### src/rtl/led_multi_ctrl.sv
// Multi-channel LED driver: shared tick prescaler and PWM counter, one
// led_ch instance per channel holding mode/half/duty and its own timer.

// One LED channel: config registers, blink/activity timer, PWM gating.
module led_ch #(
    parameter int PERIOD_W = 16,
    parameter int PWM_W    = 8,
    parameter int DEF_HALF = 250
) (
    input  logic                clk,
    input  logic                rst,
    input  logic                tick,
    input  logic                act,
    input  logic                wr,
    input  logic [1:0]          wr_mode,
    input  logic [PERIOD_W-1:0] wr_half,
    input  logic [PWM_W-1:0]    wr_duty,
    input  logic [PWM_W-1:0]    pwm_cnt,
    output logic                led
);
    typedef enum logic [1:0] {
        MODE_OFF   = 2'd0,
        MODE_ON    = 2'd1,
        MODE_BLINK = 2'd2,
        MODE_ACT   = 2'd3
    } mode_e;

    mode_e               mode_q, mode_d;
    logic [PERIOD_W-1:0] half_q, half_d;
    logic [PWM_W-1:0]    duty_q, duty_d;
    logic [PERIOD_W-1:0] cnt_q, cnt_d;
    logic                phase_q, phase_d;
    logic                led_q, led_d;
    logic [PERIOD_W-1:0] last_cnt;
    logic                base;
    logic                pwm_en;

    // Next-state: a write wins over tick/act and restarts the timer.
    always_comb begin
        mode_d   = mode_q;
        half_d   = half_q;
        duty_d   = duty_q;
        cnt_d    = cnt_q;
        phase_d  = phase_q;
        // half=0 behaves as half=1, so the terminal count is never negative.
        last_cnt = (half_q == '0) ? '0 : half_q - PERIOD_W'(1);
        if (wr) begin
            mode_d  = mode_e'(wr_mode);
            half_d  = wr_half;
            duty_d  = wr_duty;
            cnt_d   = '0;
            phase_d = 1'b0;
        end else begin
            case (mode_q)
                MODE_BLINK: begin
                    if (tick) begin
                        if (cnt_q >= last_cnt) begin
                            cnt_d   = '0;
                            phase_d = ~phase_q;
                        end else begin
                            cnt_d = cnt_q + PERIOD_W'(1);
                        end
                    end
                end
                MODE_ACT: begin
                    // Retriggerable: a new pulse reloads the full stretch.
                    if (act)
                        cnt_d = half_q;
                    else if (tick && cnt_q != '0)
                        cnt_d = cnt_q - PERIOD_W'(1);
                end
                default: ;
            endcase
        end
    end

    // Base level from mode, then gated by the PWM comparator.
    always_comb begin
        case (mode_q)
            MODE_ON:    base = 1'b1;
            MODE_BLINK: base = phase_q;
            MODE_ACT:   base = (cnt_q != '0);
            default:    base = 1'b0;
        endcase
        pwm_en = (&duty_q) | (pwm_cnt < duty_q);
        led_d  = base & pwm_en;
    end

    // Channel state registers.
    always_ff @(posedge clk or posedge rst) begin
        if (rst) begin
            mode_q  <= MODE_OFF;
            half_q  <= PERIOD_W'(DEF_HALF);
            duty_q  <= '1;
            cnt_q   <= '0;
            phase_q <= 1'b0;
            led_q   <= 1'b0;
        end else begin
            mode_q  <= mode_d;
            half_q  <= half_d;
            duty_q  <= duty_d;
            cnt_q   <= cnt_d;
            phase_q <= phase_d;
            led_q   <= led_d;
        end
    end

    assign led = led_q;
endmodule

module led_multi_ctrl #(
    parameter int NUM_CH   = 4,
    parameter int TICK_DIV = 50000,
    parameter int PERIOD_W = 16,
    parameter int PWM_W    = 8,
    parameter int DEF_HALF = 250,
    localparam int CH_W    = (NUM_CH > 1) ? $clog2(NUM_CH) : 1
) (
    input  logic                clk,
    input  logic                rst,
    input  logic                cfg_wr,
    input  logic [CH_W-1:0]     cfg_ch,
    input  logic [1:0]          cfg_mode,
    input  logic [PERIOD_W-1:0] cfg_half,
    input  logic [PWM_W-1:0]    cfg_duty,
    input  logic [NUM_CH-1:0]   act,
    output logic                tick_o,
    output logic [NUM_CH-1:0]   led
);
    localparam int PRE_W = $clog2(TICK_DIV);

    logic [PRE_W-1:0] pre_q, pre_d;
    logic [PWM_W-1:0] pwm_q, pwm_d;
    logic             tick;

    assign tick   = (pre_q == PRE_W'(TICK_DIV - 1));
    assign tick_o = tick;

    // Prescaler wraps at TICK_DIV-1; PWM counter free-runs.
    always_comb begin
        pre_d = tick ? '0 : pre_q + PRE_W'(1);
        pwm_d = pwm_q + PWM_W'(1);
    end

    // Shared time-base registers.
    always_ff @(posedge clk or posedge rst) begin
        if (rst) begin
            pre_q <= '0;
            pwm_q <= '0;
        end else begin
            pre_q <= pre_d;
            pwm_q <= pwm_d;
        end
    end

    // Out-of-range cfg_ch matches no instance, so such writes are dropped.
    for (genvar i = 0; i < NUM_CH; i++) begin : g_ch
        led_ch #(
            .PERIOD_W (PERIOD_W),
            .PWM_W    (PWM_W),
            .DEF_HALF (DEF_HALF)
        ) u_ch (
            .clk     (clk),
            .rst     (rst),
            .tick    (tick),
            .act     (act[i]),
            .wr      (cfg_wr && (cfg_ch == CH_W'(i))),
            .wr_mode (cfg_mode),
            .wr_half (cfg_half),
            .wr_duty (cfg_duty),
            .pwm_cnt (pwm_q),
            .led     (led[i])
        );
    end
endmodule

### config.mk
export PLATFORM = sky130hd
export DESIGN_NAME = led_multi_ctrl
export DESIGN_NICKNAME = d
export VERILOG_FILES = /design/src/rtl/led_multi_ctrl.sv
export SDC_FILE = /design/constraint.sdc
export NUM_CORES = 1
export LEC_CHECK = 0
export ABC_CLOCK_PERIOD_IN_PS = 18800
export CORE_MARGIN = 5
export CORE_UTILIZATION = 55
export CTS_CLUSTER_SIZE = 25
export DETAILED_ROUTE_END_ITERATION = 7
export MAX_ROUTING_LAYER = met4
export PLACE_DENSITY = 0.72
export SYNTH_ARGS = -nofsm -noshare
export SYNTH_HDL_FRONTEND = slang
export SYNTH_SLANG_ARGS = --single-unit
### constraint.sdc
create_clock -name clk -period 18.8 [get_ports clk]
set_clock_uncertainty 0.05 [all_clocks]
set_input_delay 4.7 -clock clk [delete_from_list [all_inputs] [get_ports clk]]
set_output_delay 4.7 -clock clk [all_outputs]
set_load 0.1 [all_outputs]
Word-level counts from Yosys, hierarchy flattened

Index checks and enable logic that the tools add are counted.

Register bits: 200
Bits of input ports: 35
Output and inout bits: 5
Logic and storage cells: 178

Add/subtract/negate cells: 14
$lt $le $gt $ge: 8
Equality and inequality tests: 24
Multiplexer cells: 49
Bitwise gates (word level): 12
Reduce and logical (&&, ||, !) cells: 45

Operators by type and width:

| cell                                               | count |
|---|---|
| two-way mux 16 bit                                 | 25 |
| one-hot mux 16 bit (2 select lines)                | 4 |
| subtractor 16 x 1 -> 16 bit, second input constant | 8 |
| adder 16 x 1 -> 16 bit, second input constant      | 5 |
| >= comparator 16 bit                               | 4 |
| zero test 16 bit                                   | 4 |
| nonzero test 16 bit                                | 4 |
| < comparator 8 bit                                 | 4 |
| AND reduction 8 bit                                | 4 |
| AND reduction 3 bit                                | 8 |
| nonzero test 2 bit                                 | 12 |
| == test 2 bit, second input constant               | 10 |
| == test 16 bit, second input constant              | 1 |
| two-way mux 1 bit                                  | 16 |
| != test 4 x 2 -> 1 bit, second input constant      | 4 |
| one-hot mux 1 bit (3 select lines)                 | 4 |
| nonzero test 3 bit                                 | 4 |
| == test 2 x 1 -> 1 bit, second input constant      | 5 |
| != test 3 x 2 -> 1 bit, second input constant      | 3 |
| adder 8 x 1 -> 8 bit, second input constant        | 1 |
| logical AND 1 bit                                  | 8 |
| AND 1 bit                                          | 4 |
| inverter 1 bit                                     | 4 |
| OR 1 bit                                           | 4 |
| other kinds (2)                                    | 2 |

Logic depth before layout (Yosys ltp)

Depth in word-level cells: 7
Gate-level depth with buffers: 16
Mapped depth without buffers: 14

By module

From an unflattened synthesis, not the netlist that was laid out.

Cell total of the unflattened synthesis: 1791
Area total of the unflattened synthesis: 15305.9 um^2

Modules (own cells, without submodules):

| module         | times used | cells each | area an instance (um^2) | seq. area each (um^2) |
|---|---|---|---|---|
| led_ch         | 4          | 423        | 3554.7                  | 1118.6 |
| led_multi_ctrl | 1          | 99         | 1087.3                  | 600.6 |

Worst setup path after synthesis

No wires, ideal clock.

Kind: register to output
From: register pre_q[0]
To: output tick_o
Arrival: 2113 ps
Required time: 14050 ps
Setup slack: 11937 ps
Stages on the path, launching flop included: 6
Cells stage by stage: dfrtp_1 ha_1 and3_1 nand4_2 inv_1 clkbuf_1

Cells in the longest elaborated chain, start to end: 1

RTL lines:

| element                | line | text |
|---|---|---|
| from (decl)            | 132  | `logic [PRE_W-1:0] pre_q, pre_d;` |
| from (signal assigned) | 151  | `pre_q <= pre_d;` |
| == test 16 bit         | 136  | `assign tick = (pre_q == PRE_W'(TICK_DIV - 1));` |
| to (decl)              | 127  | `output logic tick_o,` |

No other way between the ends.

Worst setup path after layout

Ends and elaborated chain as after synthesis.

==> results.yml <==
clock_tree:
  cts_max_level: 4
  cts_root_buf: "clkbuf_16"
  clkTransAtPathRegs_ps: 80
  ctsResizeCount: 0
  clock_latency_ps: 450
  cts_tree: "done"
  numClockSinks: 200
  cts_buffers: 17
  clock_path_buffers: 2
  cts_setup_buffers: 0
  hold_buffers: 0
synthesis:
  synth_top_area_share_pct: 23.7
  ys_seq_area_share_pct: 33.4
  async_flop_share_pct: 100
  synth_edf_count: 0
  synth_common_cells: "nand2_1, dfrtp_1, o21ai_0"
  yosys.area.top_type: "dfrtp_1"
  yosys-top-cells-area: "dfrtp_1, dfstp_2, ha_1, nand2_1, o21ai_0"
  synth.most_common_cell: "nand2_1"
  synth_area_um2: 15200
  ys.flop_type: "dfrtp_1"
  synth.avg_cell_area_um2: 8.20
  syn-num-nets: 2002
  ys_seq_elements: 200
  yosysUniqueCellTypes: 95
  ys_warn_count: 0
  postSynthCellCount: 1853
floorplan:
  die_y_um: 176
  coreArea_um2: 27100
  ios: 40
  die-area_um2: 31100
  num_rows: 60
  fp.dieW_um: 176
  initial_core_util_pct: 56.1
pwr:
  p_comb_share_pct: 38.6
  switching_share_pct: 41.7
  p_seq_share_pct: 37.6
  clockPowerShare_pct: 23.8
  power_leakage_nw: 7.12
  peakVddDrop_mv: 0.0829
  power.internal_mw: 1.01
  power_switching_mw: 0.723
  power_density_nw_per_um2: 107
critical_path:
  cp_max_fo: 13
  worst_r2r_path_depth: 13
  criticalPathCategory: "reg -> out"
  required_ps: 14050
  worstSetupStartpointType: "flip-flop"
  worst_setup_path_end_kind: "primary output"
  r2r_start: "g_ch[2].u_ch.half_q[9]"
  critical_path_arrival_ps: 3240
  critPathLaunch: "pre_q[0]"
timing:
  setup_tns_ps: 0
  slew_violations: 0
  finalCriticalPeriod_ps: 7990
  slew_headroom_pct: 20.0
  layout_setup_ws_ps: 10810
  hold_slack_ps: 429
  post-route-period-util_pct: 42.5
  rsz0062_at_grt: "false"
  hold_viol: 0
  timing.fmax_mhz: 125
  setup_viol: 0
  worst_slew_pin_slew_ps: 1200
hold_path:
  min_from: "g_ch[2].u_ch.duty_q[0]"
  holdPathStages: 2
  min_path_type: "reg -> reg"
final_layout:
  drive_above_1_share_pct: 8.51
  design_area_um2: 16300
  n_fill_cell: 2420
  finalNonFillerCells: 2196
  register_area_um2: 5070
  multi_input_area_um2: 9320
  syn2layout_area_growth_pct: 7.13
  nNetsFinal: 1958
placement:
  place_congestion: 0.934
  dp.cells: 2162
  dp_worst_setup_slack_ps: 11100
  dp_hpwl_um: 29600
  port_buffers: 39
  place_area_um2: 15600
job:
  drv_cap: 0
outcome:
  status: "complete, no violations"
route:
  drt_iter0_drc: 1508
  wl_um: 41800
  vias_per_cell: 6.25
  drc_errors: 0
  first_pass_iters: 5
  ant_nets: 0
  wire_per_inst_um: 19.0
  num_vias: 13724
global_routing:
  grt_pass1_vias: 12949
  grt_pass1_wl_um: 69000
  grt_antenna_before_repair: 2
  grt_max_degree: 137
  grt_overflow: 0
  track_usage_pct: 28.0
## final cells by class
cell class	count	area share (%)
multi-input combinational	1462	57.3
sequential	200	31.2
tap	372	2.86
timing repair buffer	47	2.77
clock buffer	17	2.61
inverter	81	1.91
clock inverter	15	1.38
antenna	2	0.0307
## routing by layer
metal / track usage (%) / wire length, um / up-vias
li1: - / - / 6490
met1: 38.4 / 18600 / 6675
met2: 43.4 / 19300 / 489
met3: 5.07 / 2960 / 70
met4: 6.89 / 931 / 0
met5: - / 0 / -
## cell usage in the layout (no fill, tap or decap), types with 58 or more instances in the layout
cell / n
xor2_1: 64
inv_1: 78
nor2_1: 108
ha_1: 114
nand2_1: 375
o21ai_0: 123
dfrtp_1: 144
nand3_1: 61
xnor2_1: 58
a21oi_1: 76
## kinds of logic (layout without fill, tap and decap cells)
| family | count (synthesis) | in the layout | share of synthesized area (%) |
|---|---|---|---|
| other cells | 0 | 2 | 0 |
| buf+inv | 191 | 160 | 5.36 |
| xor+xnor | 122 | 122 | 7.03 |
| mux | 27 | 27 | 1.92 |
| simple gates | 819 | 819 | 26.5 |
| flops | 200 | 200 | 33.4 |
| fa+ha+maj | 114 | 114 | 9.39 |
| compound gates | 380 | 380 | 16.4 |
## state kept, by name (all words and copies together), names as in the netlist
| signal | count |
|---|---|
| g_ch.u_ch.half_q | 64 |
| g_ch.u_ch.cnt_q | 64 |
| g_ch.u_ch.phase_q | 4 |
| g_ch.u_ch.duty_q | 32 |
| g_ch.u_ch.led | 4 |
| pre_q | 16 |
| pwm_q | 8 |
| g_ch.u_ch.mode_q | 8 |
## critical path, cell delays in order (launching register included)
cell	delay (ps)
dfrtp_1	390
ha_1	210
and3_1	280
nand4_2	270
inv_1	410
clkdlybuf4s50_1	1220
## final timing paths
kind                                          end  slack [ps]
max                                        tick_o       10810
min                        g_ch[2].u_ch.duty_q[0]         430
max reg2reg                 g_ch[2].u_ch.cnt_q[1]       13640
min reg2reg                g_ch[2].u_ch.duty_q[0]         430
max in group asynchronous  g_ch[0].u_ch.cnt_q[13]       12460
min in group asynchronous                pre_q[0]        4800
## power groups by stage
stage / Clock (mW) / Sequential, mW / Combinational [mW]
after floorplan: 0 / 0.582 / 0.562
after CTS: 0.419 / 0.647 / 0.664
after global routing: 0.437 / 0.664 / 0.755
final: 0.413 / 0.652 / 0.669
after detailed placement: 0 / 0.654 / 0.658
after global placement: 0 / 0.652 / 0.636
## stage by stage
stage / total power, mW / util [%]
2_1_floorplan: 1.14 / -
6_report: 1.74 / 60.1
3_3_place_gp: 1.29 / 57.6
3_5_place_dp: 1.31 / 57.6
5_1_grt: 1.86 / 60.1
4_1_cts: 1.73 / 60.0
Note: power is estimated with default switching activity, not from simulation.
